### config.mk
export PLATFORM = sky130hd
export DESIGN_NAME = comparador_serial_der_izq_flat
export DESIGN_NICKNAME = d
export VERILOG_FILES = /design/src/rtl/comparador_serial_der_izq_if.sv /design/src/rtl/comparador_serial_der_izq.sv /design/src/flat_wrapper.sv
export SDC_FILE = /design/constraint.sdc
export NUM_CORES = 1
export LEC_CHECK = 0
export ABC_AREA = 0
export CORE_AREA = 2 2 39 41
export CTS_CLUSTER_DIAMETER = 60
export DETAILED_ROUTE_END_ITERATION = 7
export DIE_AREA = 0 0 41 43
export PLACE_DENSITY = 0.64
export SYNTH_ARGS = -nofsm -noshare
export SYNTH_HDL_FRONTEND = slang
export SYNTH_SLANG_ARGS = --single-unit
export TNS_END_PERCENT = 20
### constraint.sdc
create_clock -name clk -period 2.2 [get_ports clk]
set_clock_uncertainty 0.05 [all_clocks]
set_input_delay 0.33 -clock clk [delete_from_list [all_inputs] [get_ports clk]]
set_output_delay 0.33 -clock clk [all_outputs]
set_load 0.03 [all_outputs]
### src/rtl/comparador_serial_der_izq_if.sv
// Request/result bundle for the bit-serial comparator: operands and seed in,
// busy/done/result out.
interface comparador_serial_der_izq_if #(
  parameter int N = 3
);
  logic         start;
  logic [N-1:0] A;
  logic [N-1:0] B;
  logic         P;
  logic         busy;
  logic         done;
  logic         Z_out;

  modport master (output start, A, B, P, input busy, done, Z_out);
  modport slave  (input start, A, B, P, output busy, done, Z_out);
endinterface

### src/rtl/comparador_serial_der_izq.sv
// Bit-serial right-to-left comparator: one comparison cell walks the captured
// operands LSB to MSB, so the most significant differing bit decides Z.
module comparador_serial_der_izq #(
  parameter int N  = 3,
  parameter int CW = (N > 1) ? $clog2(N) : 1
) (
  input logic                       clk,
  input logic                       reset,
  comparador_serial_der_izq_if.slave bus
);

  typedef enum logic [1:0] {IDLE, SHIFT, DONE} state_t;

  localparam logic [CW-1:0] LAST = CW'(N - 1);

  state_t          state_reg, state_next;
  logic [N-1:0]    shift_a_reg, shift_a_next;
  logic [N-1:0]    shift_b_reg, shift_b_next;
  logic [CW-1:0]   cnt_reg, cnt_next;
  logic            s_reg, s_next;
  logic            z_reg, z_next;
  logic            cell_s;

  always_ff @(posedge clk) begin
    if (reset) begin
      state_reg   <= IDLE;
      shift_a_reg <= '0;
      shift_b_reg <= '0;
      cnt_reg     <= '0;
      s_reg       <= 1'b0;
      z_reg       <= 1'b0;
    end else begin
      state_reg   <= state_next;
      shift_a_reg <= shift_a_next;
      shift_b_reg <= shift_b_next;
      cnt_reg     <= cnt_next;
      s_reg       <= s_next;
      z_reg       <= z_next;
    end
  end

  // A differing bit pair overrides the carried signal; equal bits pass it on.
  assign cell_s = (shift_a_reg[0] != shift_b_reg[0]) ? shift_a_reg[0] : s_reg;

  always_comb begin
    state_next   = state_reg;
    shift_a_next = shift_a_reg;
    shift_b_next = shift_b_reg;
    cnt_next     = cnt_reg;
    s_next       = s_reg;
    z_next       = z_reg;
    case (state_reg)
      IDLE, DONE: begin
        if (bus.start) begin
          shift_a_next = bus.A;
          shift_b_next = bus.B;
          s_next       = bus.P;
          cnt_next     = '0;
          state_next   = SHIFT;
        end else begin
          state_next = IDLE;
        end
      end
      SHIFT: begin
        s_next       = cell_s;
        shift_a_next = shift_a_reg >> 1;
        shift_b_next = shift_b_reg >> 1;
        // Counter holds on the last bit instead of wrapping past N-1.
        if (cnt_reg == LAST) begin
          z_next     = cell_s;
          state_next = DONE;
        end else begin
          cnt_next = cnt_reg + CW'(1);
        end
      end
      default: state_next = IDLE;
    endcase
  end

  assign bus.busy  = (state_reg == SHIFT);
  assign bus.done  = (state_reg == DONE);
  assign bus.Z_out = z_reg;

endmodule

### src/flat_wrapper.sv
// flat-port wrapper written by rule: the top's interface ports become plain ports
module comparador_serial_der_izq_flat 
#(
  parameter int N  = 3,
  parameter int CW = (N > 1) ? $clog2(N) : 1
)
  (clk, reset, bus_start, bus_A, bus_B, bus_P, bus_busy, bus_done, bus_Z_out);
  comparador_serial_der_izq_if #(.N(N)) bus_i ();
  input logic clk;
  input logic reset;
  input wire logic [$bits(bus_i.start)-1:0] bus_start;
  input wire logic [$bits(bus_i.A)-1:0] bus_A;
  input wire logic [$bits(bus_i.B)-1:0] bus_B;
  input wire logic [$bits(bus_i.P)-1:0] bus_P;
  output wire logic [$bits(bus_i.busy)-1:0] bus_busy;
  output wire logic [$bits(bus_i.done)-1:0] bus_done;
  output wire logic [$bits(bus_i.Z_out)-1:0] bus_Z_out;
  assign bus_i.start = bus_start;
  assign bus_i.A = bus_A;
  assign bus_i.B = bus_B;
  assign bus_i.P = bus_P;
  assign bus_busy = bus_i.busy;
  assign bus_done = bus_i.done;
  assign bus_Z_out = bus_i.Z_out;
  comparador_serial_der_izq #(.N(N), .CW(CW)) u_core (.clk(clk), .reset(reset), .bus(bus_i));
endmodule
======== Word level (Yosys, flattened, before mapping) ========
Index checks and enable logic that the tools add are counted.
storage, ports and cells
  logic and storage cells ................. 33
  output and inout bits ................... 3
  flip-flop bits (word level) ............. 12
operators by class
  add/subtract/negate cells ............... 1
  reductions and logical operators ........ 6
  multiplexer cells ....................... 13
  eq/ne operators ......................... 7
operator list
  cell                                                                    number
  3-bit one-hot mux with 2 select lines                                   2
  2-bit one-hot mux with 2 select lines                                   2
  2-bit two-way mux                                                       3
  3-bit two-way mux                                                       2
  2-bit equality test (second input constant)                             2
  2-bit != test (second input constant)                                   2
  2-bit AND reduction                                                     2
  1-bit two-way mux                                                       3
  3-bit AND reduction                                                     1
  2-bit by 1-bit adder with 2-bit output (second input constant)          1
  2-bit by 1-bit equality test with 1-bit output (second input constant)  1
  2-bit zero test                                                         1
  2-bit by 1-bit != test with 1-bit output (second input constant)        1
  1-bit one-hot mux with 2 select lines                                   1
  2-bit nonzero test                                                      1
  2-bit OR reduction                                                      1
  1-bit != test                                                           1

======== Logic depth before layout (Yosys ltp) ========
  word-level depth ........................ 4
  gate-level depth with buffers ........... 5
  depth with buffers taken out ............ 5

======== Least setup slack after synthesis ========
OpenSTA, ideal clock, no wires.
  path kind ............................... flip-flop to flip-flop
  from .................................... register u_core.cnt_reg[0]
  to ...................................... register u_core.cnt_reg[1]
  buffers on the path ..................... 0
  cell stages (with the launch flop) ...... 6
  data arrival time ....................... 1169 ps
  clock period less this slack ............ 1347 ps
  setup slack ............................. 853 ps
  path through ............................ dfxtp_1 -> inv_1 -> ha_1 -> or3b_4 -> a31oi_1 -> nor2_1
on the way
  word-level cells in the longest chain between the ends .. 3
RTL lines
  item                                                                           line                                                              source
  from (decl)                                                                    comparador_serial_der_izq.sv:19                                   logic [CW-1:0] cnt_reg, cnt_next;
  from (signal assigned)                                                         comparador_serial_der_izq.sv:36                                   cnt_reg <= cnt_next;
  2-bit by 1-bit adder with 2-bit output or 2-bit equality test (tied branches)  comparador_serial_der_izq.sv:73, comparador_serial_der_izq.sv:69
  2-bit two-way mux or 2-bit != test (tied branches)                             --
  2-bit one-hot mux with 2 select lines or 3-bit AND reduction (tied branches)   --
Parallel ways exist; a longest one is shown, timed or not. The select of a mux whose other input is x is not followed.
A chain may end at the register's enable or synchronous reset.

======== Final worst setup path ========
  from .................................... register u_core.state_reg[1]
  to ...................................... output bus_busy
on the way
  word-level cells in the longest chain between the ends .. 1
RTL lines
  item                                            line                             source
  from (decl)                                     comparador_serial_der_izq.sv:16  state_t state_reg, state_next;
  from (signal assigned)                          comparador_serial_der_izq.sv:33  state_reg <= state_next;
  2-bit by 1-bit equality test with 1-bit output  comparador_serial_der_izq.sv:80  assign bus.busy = (state_reg == SHIFT);
  to (decl)                                       flat_wrapper.sv:15               output wire logic [$bits(bus_i.busy)-1:0] bus_busy;
Every way passes these cells.

==> impl_results.html <==
<table>
<tr><th>Metric</th><th>Value</th></tr>
<tr><th colspan="2">Status</th></tr>
<tr><td>Status</td><td>complete, no violations</td></tr>
<tr><th colspan="2">Clock tree</th></tr>
<tr><td>Post-CTS Repair Setup Buffers</td><td>0</td></tr>
<tr><td>Clock tree root driver cell</td><td>sky130_fd_sc_hd__clkbuf_4</td></tr>
<tr><td>Clock tree from TritonCTS</td><td>yes</td></tr>
<tr><td>Bufs on Longest Clock Path</td><td>2</td></tr>
<tr><td>H-tree Lvls</td><td>1</td></tr>
<tr><td>Clock Pin Slew Worst Setup and Hold Paths</td><td>0.07 ns</td></tr>
<tr><td>Post-CTS Hold Buffers</td><td>0</td></tr>
<tr><td>Worst skew pair latency</td><td>0.27 ns</td></tr>
<tr><td>Count of instances resized after the clock tree is built</td><td>0</td></tr>
<tr><td>Num Clock Sinks</td><td>12</td></tr>
<tr><td>Total clock buffers created by CTS</td><td>3</td></tr>
<tr><th colspan="2">Worst setup path</th></tr>
<tr><td>Startpoint Class</td><td>flip-flop</td></tr>
<tr><td>Critical path endpoint category</td><td>output port</td></tr>
<tr><td>Number of cells on the critical path</td><td>3</td></tr>
<tr><td>Critical Path, Cell by Cell</td><td>nand2b_2, inv_2, clkdlybuf4s50_1</td></tr>
<tr><td>Critical path data required time</td><td>1.82 ns</td></tr>
<tr><td>Largest stage delay on the critical path</td><td>0.67 ns</td></tr>
<tr><td>Critical path arrival</td><td>1.69 ns</td></tr>
<tr><td>Number of buffer and inverter stages on the critical path</td><td>2</td></tr>
<tr><td>Worst r2r path cells</td><td>4</td></tr>
<tr><td>Cell family with the largest share of critical-path delay</td><td>buffers and inverters</td></tr>
<tr><td>CP Launch Point</td><td>u_core.state_reg[1]</td></tr>
<tr><td>Crit Reg-Reg Endpoint</td><td>u_core.s_reg</td></tr>
<tr><td>Worst setup path category</td><td>reg2out</td></tr>
<tr><td>Critical path destination</td><td>bus_busy</td></tr>
<tr><td>R2R Path Start</td><td>u_core.state_reg[1]</td></tr>
<tr><td>Slowest CP cell</td><td>sky130_fd_sc_hd__clkdlybuf4s50_1</td></tr>
<tr><td>Max Fanout on Critical Path</td><td>12</td></tr>
<tr><td>Flop-to-flop setup slack</td><td>0.77 ns</td></tr>
<tr><th colspan="2">Finish</th></tr>
<tr><td>Net count reported at finish</td><td>89</td></tr>
<tr><td>Fraction of final layout cells with drive strength greater than 1</td><td>11.69%</td></tr>
<tr><td>Antenna fix cells</td><td>0</td></tr>
<tr><td>Signed area change from the synthesized netlist to the final layout</td><td>32.70%</td></tr>
<tr><td>Fillcell total</td><td>137</td></tr>
<tr><td>Final std cells w/o fill</td><td>93</td></tr>
<tr><th colspan="2">Global route</th></tr>
<tr><td>Global routing usage summed across all routing layers</td><td>15.04%</td></tr>
<tr><td>Global-route wire length before repair</td><td>1725 um</td></tr>
<tr><td>Met1 Use GR</td><td>17.97%</td></tr>
<tr><td>Pin count of the biggest net entering global routing</td><td>14</td></tr>
<tr><td>Global-route layer with the greatest usage</td><td>met2</td></tr>
<tr><td>Global route total overflow</td><td>0</td></tr>
<tr><td>Via count of the first global-routing pass</td><td>431</td></tr>
<tr><td>Met2 track demand over resource</td><td>20.94%</td></tr>
<tr><td>Met3 global-route usage</td><td>4.712%</td></tr>
<tr><td>Initial antenna violation count</td><td>0</td></tr>
<tr><th colspan="2">Routing</th></tr>
<tr><td>Average vias per placed instance</td><td>4.914</td></tr>
<tr><td>Drc violations</td><td>0</td></tr>
<tr><td>Number of vias in the routed layout</td><td>457</td></tr>
<tr><td>Drt initial violations</td><td>6</td></tr>
<tr><td>Number of detailed-routing iterations run before antenna repair</td><td>4</td></tr>
<tr><td>Post-DRT Antenna Nets</td><td>0</td></tr>
<tr><td>DRT Wirelength</td><td>992 um</td></tr>
<tr><td>Post-detailed-route wirelength per cell</td><td>10.67 um</td></tr>
<tr><th colspan="2">Yosys</th></tr>
<tr><td>Dominant register cell in the synthesized netlist</td><td>sky130_fd_sc_hd__dfxtp_1</td></tr>
<tr><td>Cell area after synthesis</td><td>528.0 um^2</td></tr>
<tr><td>Synthesized netlist cell count</td><td>63</td></tr>
<tr><td>Area share of the largest cell type after synthesis</td><td>45.50%</td></tr>
<tr><td>Synth warn</td><td>0</td></tr>
<tr><td>Biggest area contributors in the synthesized netlist</td><td>sky130_fd_sc_hd__dfxtp_1 45%, sky130_fd_sc_hd__a311oi_1 8.3%, sky130_fd_sc_hd__nand2_1 7.8%</td></tr>
<tr><td>Synthesized flop and latch total</td><td>12</td></tr>
<tr><td>Mean instance size in the synthesized netlist</td><td>8.381 um^2</td></tr>
<tr><td>Post-Syn Nets</td><td>74</td></tr>
<tr><td>Count of flip-flops with a built-in enable after synthesis</td><td>0</td></tr>
<tr><td>Most instantiated cells after synthesis</td><td>12 x sky130_fd_sc_hd__dfxtp_1, 11 x sky130_fd_sc_hd__nand2_1, 6 x sky130_fd_sc_hd__nor2_1</td></tr>
<tr><td>Most repeated cell in the gate-level netlist after synthesis</td><td>sky130_fd_sc_hd__dfxtp_1</td></tr>
<tr><td>Cell type with the highest aggregate area in the netlist</td><td>sky130_fd_sc_hd__dfxtp_1</td></tr>
<tr><td>Post-synthesis async set-or-reset flop share</td><td>0%</td></tr>
<tr><td>Distinct cells, synth</td><td>22</td></tr>
<tr><td>Sequential area share after synthesis</td><td>45.50%</td></tr>
<tr><th colspan="2">Power and ir drop</th></tr>
<tr><td>LEAKAGE</td><td>0.0002625 uW</td></tr>
<tr><td>Power per cell area</td><td>709.8 nW/um^2</td></tr>
<tr><td>Peak supply drop</td><td>0.2936 mV</td></tr>
<tr><th colspan="2">Run</th></tr>
<tr><td>Number of max-capacitance violations reported</td><td>0</td></tr>
<tr><th colspan="2">Floorplanning</th></tr>
<tr><td>Rows</td><td>14</td></tr>
<tr><td>Total Die Area</td><td>1763 um^2</td></tr>
<tr><td>Die extent in y</td><td>43 um</td></tr>
<tr><td>Initial cell density of the core</td><td>38.16%</td></tr>
<tr><td>Area inside the core boundary</td><td>1384 um^2</td></tr>
<tr><td>Width of the die</td><td>41 um</td></tr>
<tr><td>IO Count</td><td>13</td></tr>
<tr><th colspan="2">STA</th></tr>
<tr><td>Maximum achievable frequency</td><td>0.4828 GHz</td></tr>
<tr><td>Minimum period implied by the final worst setup slack</td><td>2.071 ns</td></tr>
<tr><td>Final cycle utilization of the critical path</td><td>94.15%</td></tr>
<tr><td>Number of max-slew violations in the final report</td><td>0</td></tr>
<tr><td>RSZ-0062 raised after global routing</td><td>no</td></tr>
<tr><td>Total Neg Setup Slack</td><td>0 ns</td></tr>
<tr><td>Worst slew margin relative to its limit</td><td>77.75%</td></tr>
<tr><td>Transition time at the pin with the least slew margin</td><td>0.3338 ns</td></tr>
<tr><td>Setup Viol. Count Final</td><td>0</td></tr>
<tr><td>Final Hold Violating Endpoints</td><td>0</td></tr>
<tr><th colspan="2">Hold path</th></tr>
<tr><td>Type of the tightest min-delay check</td><td>reg2reg</td></tr>
<tr><td>Hold path startpoint</td><td>u_core.cnt_reg[0]</td></tr>
<tr><th colspan="2">Placement</th></tr>
<tr><td>Count of input and output buffers</td><td>12</td></tr>
<tr><td>Placer congestion estimate</td><td>0.7391</td></tr>
<tr><td>Post-detailed-placement half-perimeter wirelength</td><td>725.1 um</td></tr>
<tr><td>Number of instances in the placed design</td><td>89</td></tr>
</table>
how the worst min path moves through the flow:
stage | cells past startpoint | to
2_1_floorplan | 1 | u_core.bus.Z_out
3_3_place_gp | 2 | u_core.cnt_reg[0]
3_5_place_dp | 2 | u_core.cnt_reg[0]
4_1_cts | 2 | u_core.cnt_reg[0]
5_1_grt | 2 | u_core.shift_b_reg[2]
6_report | 2 | u_core.cnt_reg[0]
stage by stage:
stage	power, uW	area (um^2)	utilization (%)	setup WS [ns]	hold WS [ns]
floorplan	298.6	528.0	-	0.8530	0.3521
global placement	329.4	664.4	48.01	0.4474	0.4020
detailed placement	330.2	664.4	48.01	0.4216	0.4077
CTS	505.1	700.7	50.63	0.1106	0.4183
global route	528.9	700.7	50.63	0.01063	0.4416
finish	497.3	700.7	50.63	0.1287	0.4152
worst reg2reg max path, delay by kind of cell (launching register included):
kind	cells	cell delay, ns
compound gates	1	0.09
buf+inv	1	0.09
flops	1	0.37
simple gates	2	0.74
layer usage:
metal | vias up | part of all wire (%) | wire, um
met2 | 8 | 45 | 450
met3 | 2 | 3.7 | 37
li1 | 247 | - | -
met5 | - | 0 | 0
met4 | 0 | 2.2 | 22
met1 | 200 | 49 | 482
cell type report:
class	instances	area [um^2]	area share, %
multi-input combinational	43	254.0	36.25
clock buffer	4	36.28	5.179
timing repair buffer	14	135.1	19.29
inverter	4	15.01	2.143
sequential	12	240.2	34.29
tap	16	20.02	2.857
placed cells by master (no fill, tap or decap):
cell type	Yosys	routed
sky130_fd_sc_hd__a21oi_1	5	5
sky130_fd_sc_hd__a311oi_1	5	5
sky130_fd_sc_hd__a31oi_1	1	1
sky130_fd_sc_hd__buf_4	0	2
sky130_fd_sc_hd__clkbuf_4	0	3
sky130_fd_sc_hd__clkbuf_8	0	1
sky130_fd_sc_hd__clkdlybuf4s50_1	0	12
sky130_fd_sc_hd__dfxtp_1	12	12
sky130_fd_sc_hd__ha_1	1	1
sky130_fd_sc_hd__inv_1	3	3
sky130_fd_sc_hd__inv_2	1	1
sky130_fd_sc_hd__maj3_1	1	1
sky130_fd_sc_hd__nand2_1	11	11
sky130_fd_sc_hd__nand2b_1	2	2
sky130_fd_sc_hd__nand2b_2	1	1
sky130_fd_sc_hd__nand3_1	3	3
sky130_fd_sc_hd__nand3b_1	1	1
sky130_fd_sc_hd__nor2_1	6	6
sky130_fd_sc_hd__nor2b_1	2	2
sky130_fd_sc_hd__nor4b_1	1	1
sky130_fd_sc_hd__o311ai_1	1	1
sky130_fd_sc_hd__or3b_4	1	1
sky130_fd_sc_hd__or4_1	1	1
cell families (layout without fill, tap and decap cells):
group,after synthesis,after routing,synth area share (%)
buffers and inverters,8,22,6.396
AO/OA/AOI/OAI,12,12,15.88
adder cells (fa/ha/maj),2,2,4.265
flip-flops,12,12,45.50
AND/OR/NAND/NOR,29,29,27.96
power by group:
| group | total [uW] | internal (uW) | switching (uW) |
|---|---|---|---|
| Sequential | 241 | 233 | 8.29 |
| Combinational | 83.1 | 42.1 | 41.0 |
| Clock | 173 | 100 | 72.8 |
| Total | 497 | 375 | 122 |
(Power assumes the default switching activity.)
